**config.mk**
```make
export PLATFORM = sky130hd
export DESIGN_NAME = gb_sweep_unit
export DESIGN_NICKNAME = d
export VERILOG_FILES = /design/src/rtl/gb_sweep_unit.sv
export SDC_FILE = /design/constraint.sdc
export NUM_CORES = 1
export LEC_CHECK = 0
export BUFFER_PORTS_ARGS = -buffer_cell sky130_fd_sc_hd__buf_2
export CORE_ASPECT_RATIO = 2
export CORE_UTILIZATION = 40
export DETAILED_ROUTE_END_ITERATION = 6
export PLACE_DENSITY_LB_ADDON = 0.1
export SYNTH_ARGS = -nofsm -noshare
export SYNTH_HDL_FRONTEND = slang
export SYNTH_SLANG_ARGS = --single-unit
```
**constraint.sdc**
```tcl
create_clock -name clk -period 6 [get_ports clk]
set_input_delay 1.2 -clock clk [delete_from_list [all_inputs] [get_ports clk]]
set_output_delay 1.2 -clock clk [all_outputs]
set_load 0.1 [all_outputs]
```
**src/rtl/gb_sweep_unit.sv**
```systemverilog
// Frequency sweep unit for a Game Boy style square channel: shadow register,
// sweep timer, overflow check and frequency write-back sequencing.
module gb_sweep_unit #(
    parameter int FREQ_WIDTH  = 11,
    parameter int PACE_WIDTH  = 3,
    parameter int SHIFT_WIDTH = 3
) (
    input  logic                   clk,
    input  logic                   reset,
    input  logic                   clk_sweep,
    input  logic                   trigger,
    input  logic [PACE_WIDTH-1:0]  sweep_pace,
    input  logic                   sweep_decreasing,
    input  logic [SHIFT_WIDTH-1:0] num_sweep_shifts,
    input  logic [FREQ_WIDTH-1:0]  frequency,
    output logic                   overflow,
    output logic [FREQ_WIDTH-1:0]  shadow_frequency,
    output logic                   freq_update_valid,
    output logic [FREQ_WIDTH-1:0]  freq_update
);

    // Timer must hold the substitute period of 8 used when the pace is zero.
    localparam int TIMER_WIDTH = (PACE_WIDTH > 4) ? PACE_WIDTH : 4;

    typedef enum logic [1:0] {IDLE, TRIG_CHECK, STEP_CALC, STEP_CHECK} state_t;

    state_t                 state, state_next;
    logic [TIMER_WIDTH-1:0] timer;
    logic [TIMER_WIDTH-1:0] reload;
    logic                   enabled;
    logic                   neg_used;
    logic [FREQ_WIDTH:0]    calc;
    logic [FREQ_WIDTH-1:0]  delta;
    logic                   calc_active;
    logic                   calc_ovf;
    logic                   write_back;
    logic                   tick_idle;
    logic                   lockout;

    always_ff @(posedge clk) begin
        if (reset) state <= IDLE;
        else       state <= state_next;
    end

    always_comb begin
        state_next = IDLE;
        if (trigger) begin
            state_next = (num_sweep_shifts != '0) ? TRIG_CHECK : IDLE;
        end else begin
            case (state)
                IDLE:
                    if (tick_idle && timer == TIMER_WIDTH'(1) && enabled && sweep_pace != '0)
                        state_next = STEP_CALC;
                STEP_CALC: state_next = STEP_CHECK;
                default:   state_next = IDLE;
            endcase
        end
    end

    always_comb begin
        delta       = shadow_frequency >> num_sweep_shifts;
        calc        = sweep_decreasing ? ({1'b0, shadow_frequency} - {1'b0, delta})
                                       : ({1'b0, shadow_frequency} + {1'b0, delta});
        calc_ovf    = calc[FREQ_WIDTH];
        calc_active = (state != IDLE);
        write_back  = (state == STEP_CALC) && !calc_ovf && (num_sweep_shifts != '0) && !overflow;
        tick_idle   = (state == IDLE) && clk_sweep && (timer != '0);
        reload      = (sweep_pace == '0) ? TIMER_WIDTH'(8) : TIMER_WIDTH'(sweep_pace);
        lockout     = neg_used && !sweep_decreasing;
    end

    always_ff @(posedge clk) begin
        if (reset) begin
            overflow          <= 1'b0;
            shadow_frequency  <= '0;
            freq_update_valid <= 1'b0;
            freq_update       <= '0;
            timer             <= '0;
            enabled           <= 1'b0;
            neg_used          <= 1'b0;
        end else if (trigger) begin
            overflow          <= 1'b0;
            shadow_frequency  <= frequency;
            freq_update_valid <= 1'b0;
            timer             <= reload;
            enabled           <= (sweep_pace != '0) || (num_sweep_shifts != '0);
            neg_used          <= 1'b0;
        end else begin
            freq_update_valid <= write_back;
            if (write_back) begin
                shadow_frequency <= calc[FREQ_WIDTH-1:0];
                freq_update      <= calc[FREQ_WIDTH-1:0];
            end
            if ((calc_active && calc_ovf) || lockout)
                overflow <= 1'b1;
            if (calc_active && sweep_decreasing)
                neg_used <= 1'b1;
            if (tick_idle)
                timer <= (timer == TIMER_WIDTH'(1)) ? reload : timer - TIMER_WIDTH'(1);
        end
    end

endmodule

```
==> flow_metrics.env <==
export IMPL_run_status="finished clean"
export IMPL_yosysUniqueCellTypes=58
export IMPL_yosys_top_cells_area="dfxtp_1, mux2i_1, ha_1"
export IMPL_drtIter0Drc=154
export IMPL_crit_family="compound AO/OA/AOI/OAI gates"
export IMPL_clockBufferDepth=2
export IMPL_drt_met1_wl_mm=2.872
export IMPL_fmax_ghz=0.1926
export IMPL_dr_pass1_iters=4
export IMPL_antenna_found_initial=0
export IMPL_drc=0
export IMPL_syn_num_nets=376
export IMPL_post_cts_setup_buffers=0
export IMPL_netlist_area_um2=2670
export IMPL_cts_sinks=32
export IMPL_cp_cell_sequence="buf_2 -> mux2i_1 -> mux4_2 -> ha_1 -> and3_1 -> a21oi_1 -> xor2_1 -> ha_1 -> a2111o_1 -> o22ai_1 -> o21ai_0 -> a21boi_0 -> mux2i_2 -> buf_4 -> or4_1 -> o21ai_0"
export IMPL_wire_per_inst_um=15.53
export IMPL_power_mw=0.8527
export IMPL_hold_buffers=0
export IMPL_cts_tree="built"
export IMPL_dp_hpwl_mm=5.472
export IMPL_synth_area_per_cell_um2=7.900
export IMPL_crit_path_max_fanout=27
export IMPL_rsz0062_at_grt="false"
export IMPL_overflow=0
export IMPL_grt_pass1_wl_mm=11.87
export IMPL_cp_start_kind="input pin"
export IMPL_cp_slowest_cell="mux4_2"
export IMPL_min_period_ns=5.191
export IMPL_synth_edf_count=0
export IMPL_finalCritPeriodShare_pct=86.52
export IMPL_htree_levels=2
export IMPL_slowest_delay_ns=0.56
export IMPL_cp_buffers_inverters=2
export IMPL_worst_pin_slew_ns=0.6171
export IMPL_synthCells=338
export IMPL_first_global_vias=2503
export IMPL_setup_viol_count_final=0
export IMPL_drive_gt1_share_pct=19.30
export IMPL_clock_skew_ns=0.007730
export IMPL_hp_class="register to register"
export IMPL_synth_largest_area_cell="dfxtp_1"
export IMPL_io_buffers=45
export IMPL_dpl_cell_area_um2=2912
export IMPL_p_per_area_nw_per_um2=275.6
export IMPL_fp_dieH_um=117.5
export IMPL_routed_wl_mm=7.128
export IMPL_leakage_nw=1.361
export IMPL_maxCapViolCount=0
export IMPL_critPathKind="input pin to register"
export IMPL_grtUsageTotal_pct=21.89
export IMPL_path_clk_slew_ns=0.05
export IMPL_synth_cells_most_frequent="nand2_1, nor2_1, dfxtp_1"
export IMPL_final_antenna_net_count=0
export IMPL_synth_seq_cells=32
export IMPL_ys_seq_area_share_pct=23.99
export IMPL_maxSlewViolCount=0
export IMPL_antenna_cells=0
export IMPL_irDropWorstVdd_uv=292.6
export IMPL_numCtsBuffers=5
export IMPL_num_vias=2538
export IMPL_async_flop_share_pct=0
export IMPL_die_area_um2=7025
export IMPL_clk_latency_ns=0.28
export IMPL_initial_core_util_pct=41.97
export IMPL_met2_length_mm=3.933
export IMPL_synth_warnings=0
export IMPL_place_gp_congestion=0.8873
export IMPL_critical_path_required_ns=6.20
export IMPL_synthFlopType="dfxtp_1"
export IMPL_synth_top_area_share_pct=23.99
export IMPL_std_cell_rows=41
export IMPL_cp_data_arrival_time_ns=5.40
export IMPL_cts_root_buf="clkbuf_16"
export IMPL_hold_viol=0
export IMPL_nets=410
export IMPL_setup_tns_ns=0
export IMPL_drt_vias_per_instance=5.529
export IMPL_ioPinCount=46
export IMPL_core_area_um2=6361
export IMPL_yosysMostFrequentCell="nand2_1"
export IMPL_cts_resized_gates=0
export IMPL_design_area_um2=3094
export IMPL_slew_headroom_pct=58.81
export IMPL_grt_max_degree=28
export IMPL_die_width_um=59.77
export IMPL_wl_met3_um=186
export IMPL_fillCellCount=685
export IMPL_highest_layer="met4"
export IMPL_end_kind="register"
export IMPL_syn_to_final_growth_pct=15.89
-- cell type report --
type | count | area, µm² | share of cell area (%)
Timing Repair Buffer | 46 | 232.7 | 7.521
Clock buffer | 7 | 152.6 | 4.933
Clock inverter | 1 | 30.03 | 0.9705
Sequential cell | 32 | 640.6 | 20.70
Tap cell | 86 | 107.6 | 3.478
Inverter | 13 | 48.80 | 1.577
Multi-Input combinational cell | 274 | 1882 | 60.82
-- logic make-up after synthesis --
family / count (synthesis) / share of synthesized area (%)
adders and majority gates: 16 / 7.779
and+or+nand+nor: 117 / 21.13
xor gates and xnor gates: 16 / 5.249
DFF: 32 / 23.99
muxes: 28 / 12.14
AOI/OAI and AO/OA: 97 / 24.18
buffers and inverters: 32 / 5.529
-- where the power goes --
group	leakage (nW)	internal, mW	switching (mW)	total [mW]
clock	0.0901	0.218	0.0936	0.312
combinational	1.01	0.110	0.193	0.303
sequential	0.262	0.223	0.0150	0.238
-- cell usage in the layout (no fill, tap or decap), types with 2 or more instances in the layout --
cell type	netlist	final
nor3_1	8	8
or2_2	6	6
nand3b_1	2	2
a211oi_1	13	13
ha_1	15	15
clkbuf_8	0	2
xor2_1	8	8
nor2b_1	2	2
nor2_1	36	36
and3_1	4	4
a221oi_1	2	2
a22oi_1	2	2
o21ai_0	23	23
o21bai_1	2	2
a21o_1	2	2
clkbuf_16	0	5
nand3_1	3	3
nand2b_1	6	6
buf_2	4	45
a21oi_1	26	26
mux4_2	3	3
mux2_2	2	2
or3_1	2	2
nand2_1	37	37
mux2i_1	22	22
nand4_1	2	2
o21a_1	4	4
o22ai_1	6	6
inv_1	13	13
and2_1	3	3
dfxtp_1	32	32
xnor2_1	8	8
-- per-layer routing --
layer / vias up / track usage [%]
met5: - / 0
met4: 0 / 8.285
met3: 11 / 2.308
met2: 57 / 38.89
met1: 1187 / 25.51
li1: 1283 / -
-- path summary, 6_finish.rpt --
path                                           from        endpoint  slack (ns)  cells after the start
worst max-delay path            num_sweep_shifts[1]  freq_update[0]        0.81                     16
worst min-delay path                       neg_used        neg_used        0.44                      2
worst max register to register  shadow_frequency[7]  freq_update[0]        1.65                     15
worst min register to register             neg_used        neg_used        0.44                      2
-- worst register-to-register path, delay by kind of cell (launching register included) --
kind            cells  cell delay (ns)
simple gates        2             0.67
compound gates      6             1.33
mux                 3             0.86
buf+inv             1             0.24
fa+ha+maj           2             0.51
xor+xnor            1             0.17
flops               1             0.51
-- state kept, by name (all words and copies together) (netlist names) --
signal and count:
enabled 1, shadow_frequency 11, timer 4, overflow 1, neg_used 1, state 2, freq_update 11, freq_update_valid 1
-- stage by stage --
step / instances / hold WS [ns] / setup WS (ns) / util [%]
global route: 459 / 0.4581 / 0.4394 / 48.64
CTS: 459 / 0.4457 / 0.8144 / 48.64
global placement: 451 / 0.4343 / 0.5956 / 45.77
finish: 459 / 0.4441 / 0.8086 / 48.64
detailed placement: 451 / 0.4378 / 0.5238 / 45.77
floorplan: 338 / 0.4259 / 1.065 / -
No activity file was read; power rests on OpenSTA's default activity.
